File: src/rtl/multiplier_datapath.sv
// Register and arithmetic datapath of the 8-bit signed shift-add multiplier.
// Holds X:A:B and a saturating shift count; product ends up in A:B after 8 shifts.
module multiplier_datapath (
  input  logic       Clk,
  input  logic       Reset,
  input  logic       Clr_Ld,
  input  logic       Clr_AX,
  input  logic       Add,
  input  logic       Sub,
  input  logic       Shift_En,
  input  logic [7:0] SW,
  output logic       M,
  output logic       X,
  output logic [7:0] Aval,
  output logic [7:0] Bval,
  output logic [3:0] Shift_Cnt,
  output logic       Done
);

  typedef enum logic [2:0] {
    OP_HOLD,
    OP_CLR_LD,
    OP_CLR_AX,
    OP_SUB,
    OP_ADD,
    OP_SHIFT
  } op_e;

  localparam logic [3:0] CNT_MAX = 4'd8;

  op_e        op;
  logic       x_q, x_d;
  logic [7:0] a_q, a_d;
  logic [7:0] b_q, b_d;
  logic [3:0] cnt_q, cnt_d;
  logic [8:0] sum;
  logic [8:0] diff;

  // One action per cycle; the first asserted strobe in this order wins.
  always_comb begin
    op = OP_HOLD;
    if (Clr_Ld)        op = OP_CLR_LD;
    else if (Clr_AX)   op = OP_CLR_AX;
    else if (Sub)      op = OP_SUB;
    else if (Add)      op = OP_ADD;
    else if (Shift_En) op = OP_SHIFT;
  end

  // 9-bit sign-extended arithmetic so X:A always holds the true partial product.
  assign sum  = {a_q[7], a_q} + {SW[7], SW};
  assign diff = {a_q[7], a_q} + ~{SW[7], SW} + 9'd1;

  always_comb begin
    x_d   = x_q;
    a_d   = a_q;
    b_d   = b_q;
    cnt_d = cnt_q;
    unique case (op)
      OP_CLR_LD: begin
        x_d   = 1'b0;
        a_d   = 8'h00;
        b_d   = SW;
        cnt_d = 4'd0;
      end
      OP_CLR_AX: begin
        x_d   = 1'b0;
        a_d   = 8'h00;
        cnt_d = 4'd0;
      end
      OP_SUB: begin
        x_d = diff[8];
        a_d = diff[7:0];
      end
      OP_ADD: begin
        x_d = sum[8];
        a_d = sum[7:0];
      end
      OP_SHIFT: begin
        a_d = {x_q, a_q[7:1]};
        b_d = {a_q[0], b_q[7:1]};
        // Registers keep shifting past 8; only the count saturates.
        if (cnt_q < CNT_MAX) cnt_d = cnt_q + 4'd1;
      end
      default: ;
    endcase
  end

  always_ff @(posedge Clk) begin
    if (Reset) begin
      x_q   <= 1'b0;
      a_q   <= 8'h00;
      b_q   <= 8'h00;
      cnt_q <= 4'd0;
    end else begin
      x_q   <= x_d;
      a_q   <= a_d;
      b_q   <= b_d;
      cnt_q <= cnt_d;
    end
  end

  assign M         = b_q[0];
  assign X         = x_q;
  assign Aval      = a_q;
  assign Bval      = b_q;
  assign Shift_Cnt = cnt_q;
  assign Done      = (cnt_q == CNT_MAX);

endmodule

File: config.mk
export PLATFORM = sky130hd
export DESIGN_NAME = multiplier_datapath
export DESIGN_NICKNAME = d
export VERILOG_FILES = /design/src/rtl/multiplier_datapath.sv
export SDC_FILE = /design/constraint.sdc
export NUM_CORES = 1
export LEC_CHECK = 0
export CAP_MARGIN = 15
export CORE_MARGIN = 1
export CORE_UTILIZATION = 46
export DETAILED_ROUTE_END_ITERATION = 7
export GPL_TIMING_DRIVEN = 0
export PLACE_DENSITY = 0.75
export SLEW_MARGIN = 30
export SYNTH_ARGS = -nofsm -noshare
export SYNTH_HDL_FRONTEND = slang
export SYNTH_SLANG_ARGS = --single-unit
File: constraint.sdc
create_clock -name Clk -period 2.2 [get_ports Clk]
set_input_delay 0.66 -clock Clk [delete_from_list [all_inputs] [get_ports Clk]]
set_output_delay 0.66 -clock Clk [all_outputs]
set_load 0.03 [all_outputs]
# Yosys cells after proc, flatten, opt, wreduce, memory -nomap -nowiden

Index checks and enable logic that the tools add are counted.

Output and inout bits: 23
Input bits: 15
Register bits: 21
Word-level logic and storage cells: 33

Bitwise gates (word level): 1
Add/subtract/negate cells: 4
Order comparisons: 1
Mux-type cells: 10
Reduce and logical (&&, ||, !) cells: 6
Equal/unequal tests: 7

Operator list:

| kind                                                             | count |
|---|---|
| 8-bit one-hot mux with 4 select lines                            | 1 |
| 8-bit one-hot mux with 2 select lines                            | 1 |
| 3-bit 2-to-1 mux                                                 | 5 |
| 8-bit by 8-bit adder with 9-bit output                           | 1 |
| 9-bit by 1-bit adder with 9-bit output (second input constant)   | 1 |
| 9-bit adder                                                      | 1 |
| 9-bit NOT                                                        | 1 |
| 4-bit one-hot mux with 2 select lines                            | 1 |
| 3-bit by 2-bit == test with 1-bit output (second input constant) | 2 |
| 3-bit == test (second input constant)                            | 2 |
| 4-bit by 1-bit adder with 4-bit output (second input constant)   | 1 |
| 4-bit == test (second input constant)                            | 1 |
| 4-bit < comparator (second input constant)                       | 1 |
| 4-bit 2-to-1 mux                                                 | 1 |
| 2-bit nonzero test                                               | 2 |
| 4-bit nonzero test                                               | 1 |
| 3-bit by 1-bit == test with 1-bit output (second input constant) | 1 |
| 1-bit one-hot mux with 3 select lines                            | 1 |
| 3-bit nonzero test                                               | 1 |
| 2-bit inequality test (second input constant)                    | 1 |
| 2-bit AND reduction                                              | 1 |
| 2-bit OR reduction                                               | 1 |

# Longest topological paths before layout

Depth in word-level cells: 9
Depth in mapped cells: 9
Gate-level depth less buffers: 9

# Least setup slack after synthesis

Ideal clock, no wire load.

Path kind: input to register
Start: input SW[0]
End: register a_q[6], in the netlist Aval[6]
Arrival: 1,982 ps
Slack: 81 ps
Cell stages on the path: 8
Setup time: 136 ps
Path through: ha_1 -> inv_1 -> fa_1 -> a211oi_1 -> o21ai_0 -> xor2_1 -> a21oi_1 -> o221ai_1

Longest elaborated chain between the ends: 4

RTL lines:

| element                                 | RTL line | text |
|---|---|---|
| start: declaration                      | 11       | `input logic [7:0] SW,` |
| 9-bit NOT                               | 51       | `assign diff = {a_q[7], a_q} + ~{SW[7], SW} + 9'd1;` |
| 9-bit adder                             | 51       |  |
| 9-bit by 1-bit adder with 9-bit output  | 51       |  |
| 8-bit one-hot mux with 4 select lines * | 58       | `unique case (op)` |
| end signal: assignment                  | 91       | `a_q <= 8'h00;` |
| end signal: assignment                  | 96       | `a_q <= a_d;` |
| end: declaration                        | 33       | `logic [7:0] a_q, a_d;` |

Mark *: on every way between the ends. The rest lies on a longest branch, timed or not.
A chain may end at the register's enable or synchronous reset.

# Final worst setup path

Start: input Clr_AX
End: register a_q[7], in the netlist Aval[7]

Longest elaborated chain between the ends: 5

RTL lines:

| element                                                                                              | RTL line | text |
|---|---|---|
| start: declaration                                                                                   | 7        | `input logic Clr_AX,` |
| 3-bit 2-to-1 mux *                                                                                   | 43       | `else if (Clr_AX) op = OP_CLR_AX;` |
| 3-bit 2-to-1 mux *                                                                                   | 42       | `if (Clr_Ld) op = OP_CLR_LD;` |
| 3-bit by 2-bit == test with 1-bit output or 3-bit by 1-bit == test with 1-bit output (tied branches) | 58       |  |
| 2-bit OR reduction (no line)                                                                         | -        |  |
| 8-bit one-hot mux with 4 select lines or 4-bit nonzero test (tied branches)                          | -        |  |

Marks and branches as above.

==> flow_metrics.py <==
metrics = {
    "sta": {
        "rsz0062_at_grt": "yes",
        "fin_crit_sh_pct": 97.9,
        "clock.fmax_mhz": 464,
        "tightest_slew_ns": 0.730,
        "fin_tns_setup_ns": 0,
        "post-route-min-period_ns": 2.15,
        "fin_skew_ns": 0.00415,
        "setup_slack_ns": 0.0468,
        "relSlewSlack_pct": 50.7,
        "slew_viol_final": 0,
        "final_hold_viol_count": 0,
        "setup_viol": 0,
        "holdWs_ns": 0.549,
    },
    "grt": {
        "first_global_vias": 1604,
        "grt_first_pass_wirelength_um": 7650,
        "grt-ovfl-total": 0,
        "grt_usage_pct": 23.8,
        "grt_start_max_net_pins": 13,
        "antenna_found_initial": 0,
    },
    "clock_tree": {
        "clk_path_buf_depth": 2,
        "clock_sinks": 21,
        "cts-hold-fix-buffers": 0,
        "clock_latency_ns": 0.27,
        "htree_num_levels": 1,
        "path_clk_slew_ns": 0.09,
        "cts_root_buf": "clkbuf_8",
        "cts_tree": "done",
        "cts_made_buffers": 3,
    },
    "setup_path": {
        "crit_fanout": 9,
        "cp-end-kind": "register",
        "crit_path_start_kind": "primary input",
        "cp.arrival_ns": 2.35,
        "cp.required_ns": 2.39,
        "setup.worst_path.class": "in2reg",
    },
    "power": {
        "peakVddDrop_v": 0.000292,
        "combPwrFrac_pct": 32.7,
        "switching_share_pct": 34.5,
        "power_switching_mw": 0.354,
        "power_frac_seq_pct": 40.4,
        "internal_power_mw": 0.670,
        "leakagePower_nw": 0.966,
        "clock_power_share_pct": 26.9,
        "power.density_nw_per_um2": 441,
    },
    "logic_synthesis": {
        "ys_types": 52,
        "ys_ff_latch": 21,
        "avgSynthCellArea_um2": 8.29,
        "syn_nets": 247,
        "synthArstFlopShare_pct": 0,
        "yosysTopAreaCell": "dfxtp_1",
        "yosysSeqAreaShare_pct": 23.9,
        "syn_inst": 212,
        "synth_edf_count": 0,
        "syn_area_um2": 1760,
        "yosysWarnings": 0,
        "yosys.area.top_type_share_pct": 23.9,
        "synth_ff_type": "dfxtp_1",
        "ys_top_cells_by_area": "dfxtp_1 24%, ha_1 13%, nor2_1 6.0%, mux2i_1 5.7%, a21oi_1 4.6%",
    },
    "placement": {
        "place_congestion": 0.906,
        "port-buffer-count": 37,
        "pre_cts_ws_ns": -0.852,
        "dp_cells": 297,
        "dp_hpwl_um": 3390,
        "place_area_um2": 2190,
    },
    "cells_and_area": {
        "fin_area_um2": 2320,
        "final_cells": 303,
        "nets": 291,
        "synthToLayoutAreaGrowth_pct": 32.2,
        "antenna_cells": 0,
        "drive_above_1_share_pct": 14.9,
    },
    "drt": {
        "first_pass_iters": 6,
        "via_per_inst": 5.97,
        "ant_nets": 0,
        "wirelength_um": 4780,
        "vias": 1808,
        "wl_per_cell_um": 15.8,
        "drcViolationCount": 0,
        "drt_iter0_drc": 146,
    },
    "die": {
        "die_area_um2": 4070,
        "dieHeight_um": 63.8,
        "core_um2": 3660,
        "die_w_um": 63.8,
        "ios": 38,
        "rows": 22,
        "start_util_pct": 48.0,
    },
    "worst_hold_path": {
        "min_path_type": "reg2reg",
    },
    "run": {
        "drv_cap": 0,
    },
    "outcome": {
        "outcome": "completed",
    },
}
[area by class of cell]
| class | count | area [µm²] |
|---|---|---|
| repair buffers | 39 | 370 |
| clock buffers | 3 | 41.3 |
| well taps | 48 | 60.1 |
| plain buffers | 11 | 87.6 |
| clock inverters | 1 | 5.00 |
| multi-input cells | 161 | 1270 |
| fillers | 343 | 1340 |
| inverters | 19 | 71.3 |
| flip-flops and latches | 21 | 420 |
[cell families (layout without fill, tap and decap cells)]
logic type,count (synthesis),in the layout,share of synthesized area (%)
AO/OA/AOI/OAI,63,63,25.8
flip-flops,21,21,23.9
XOR/XNOR,4,4,1.99
buffers and inverters,30,73,8.90
AND/OR/NAND/NOR,64,64,18.6
adder cells (fa/ha/maj),20,20,15.1
multiplexers,10,10,5.69
[layout by cell type (no fill, tap or decap), types with 3 or more instances in the layout]
master           Yosys  final
a222oi_1             8      8
buf_2                3      4
dlygate4sd2_1        0      6
clkdlybuf4s50_1      0     27
nand3_1              3      3
a21oi_1             16     15
o21a_1               3      3
nor3_1               8      8
o211ai_1             3      3
a211oi_2             1      4
o21ai_0              8      5
buf_4                2      4
mux2i_1             10     10
nand2_1              5      5
clkbuf_8             0      3
inv_1               19     18
ha_1                18     16
nor2_1              28     28
or3_1                3      3
nand2b_1             3      3
buf_6                3      3
dfxtp_1             21     21
[cells in the mapped netlist, types with 3 or more instances]
library cell,n
nor2_1,28
a211oi_1,5
dfxtp_1,21
nand2b_1,3
o211ai_1,3
a222oi_1,8
o21a_1,3
ha_1,18
nor3_1,8
nand2_1,5
buf_2,3
nand3_1,3
inv_1,19
or3_1,3
buf_6,3
o21ai_0,8
a21oi_1,16
mux2i_1,10
[state kept, by name (all words and copies together) (netlist names)]
register and flops:
Shift_Cnt 4, Aval 8, X 1, Bval 8
[per-layer routing]
layer	routed length, µm	track usage (%)	part of all wire (%)	vias to the layer above
met5	0	0	0	-
met4	77	7.67	1.6	0
met3	200	2.32	4.2	6
met2	2230	39.5	47	50
met1	2280	32.1	48	880
li1	-	-	-	872
[path summary, 6_finish.rpt]
check | end | slack (ns) | depth (start not counted) | start
setup reg to reg | Aval[6]$_SDFFE_PP0P_ | 0.18 | 9 | Aval[0]$_SDFFE_PP0P_
hold / removal | Shift_Cnt[3]$_SDFFE_PP0P_ | 0.55 | 2 | Shift_Cnt[3]$_SDFFE_PP0P_
hold reg to reg | Shift_Cnt[3]$_SDFFE_PP0P_ | 0.55 | 2 | Shift_Cnt[3]$_SDFFE_PP0P_
setup / recovery | Aval[7]$_SDFFE_PP0P_ | 0.05 | 6 | Clr_AX
[what timing repair did]
item,in CTS,in global routing
endpoints found under the hold margin,0,0
setup buffers,1,1
cloned,0,0
setup endpoints to repair,8,11
pin swaps,5,4
resized for setup,27,11
[power groups by stage]
stage	combinational, mW	sequential (mW)	clock [mW]
2_1_floorplan	0.173	0.449	0
3_3_place_gp	0.306	0.421	0
3_5_place_dp	0.310	0.422	0
4_1_cts	0.326	0.413	0.275
5_1_grt	0.361	0.416	0.286
6_report	0.335	0.413	0.275
[through the flow]
stage / util (%) / power [mW]
3_5_place_dp: 59.9 / 0.732
3_3_place_gp: 59.8 / 0.728
6_report: 63.5 / 1.02
4_1_cts: 63.0 / 1.01
2_1_floorplan: - / 0.622
5_1_grt: 63.5 / 1.06
[critical path, cell delays in order]
cell and delay, ns:
clkdlybuf4s50_1 0.55, nor2_2 0.20, nand3b_2 0.24, or3_1 0.37, a211o_1 0.23, o211ai_1 0.09
Power figures use the tool's default switching activity.
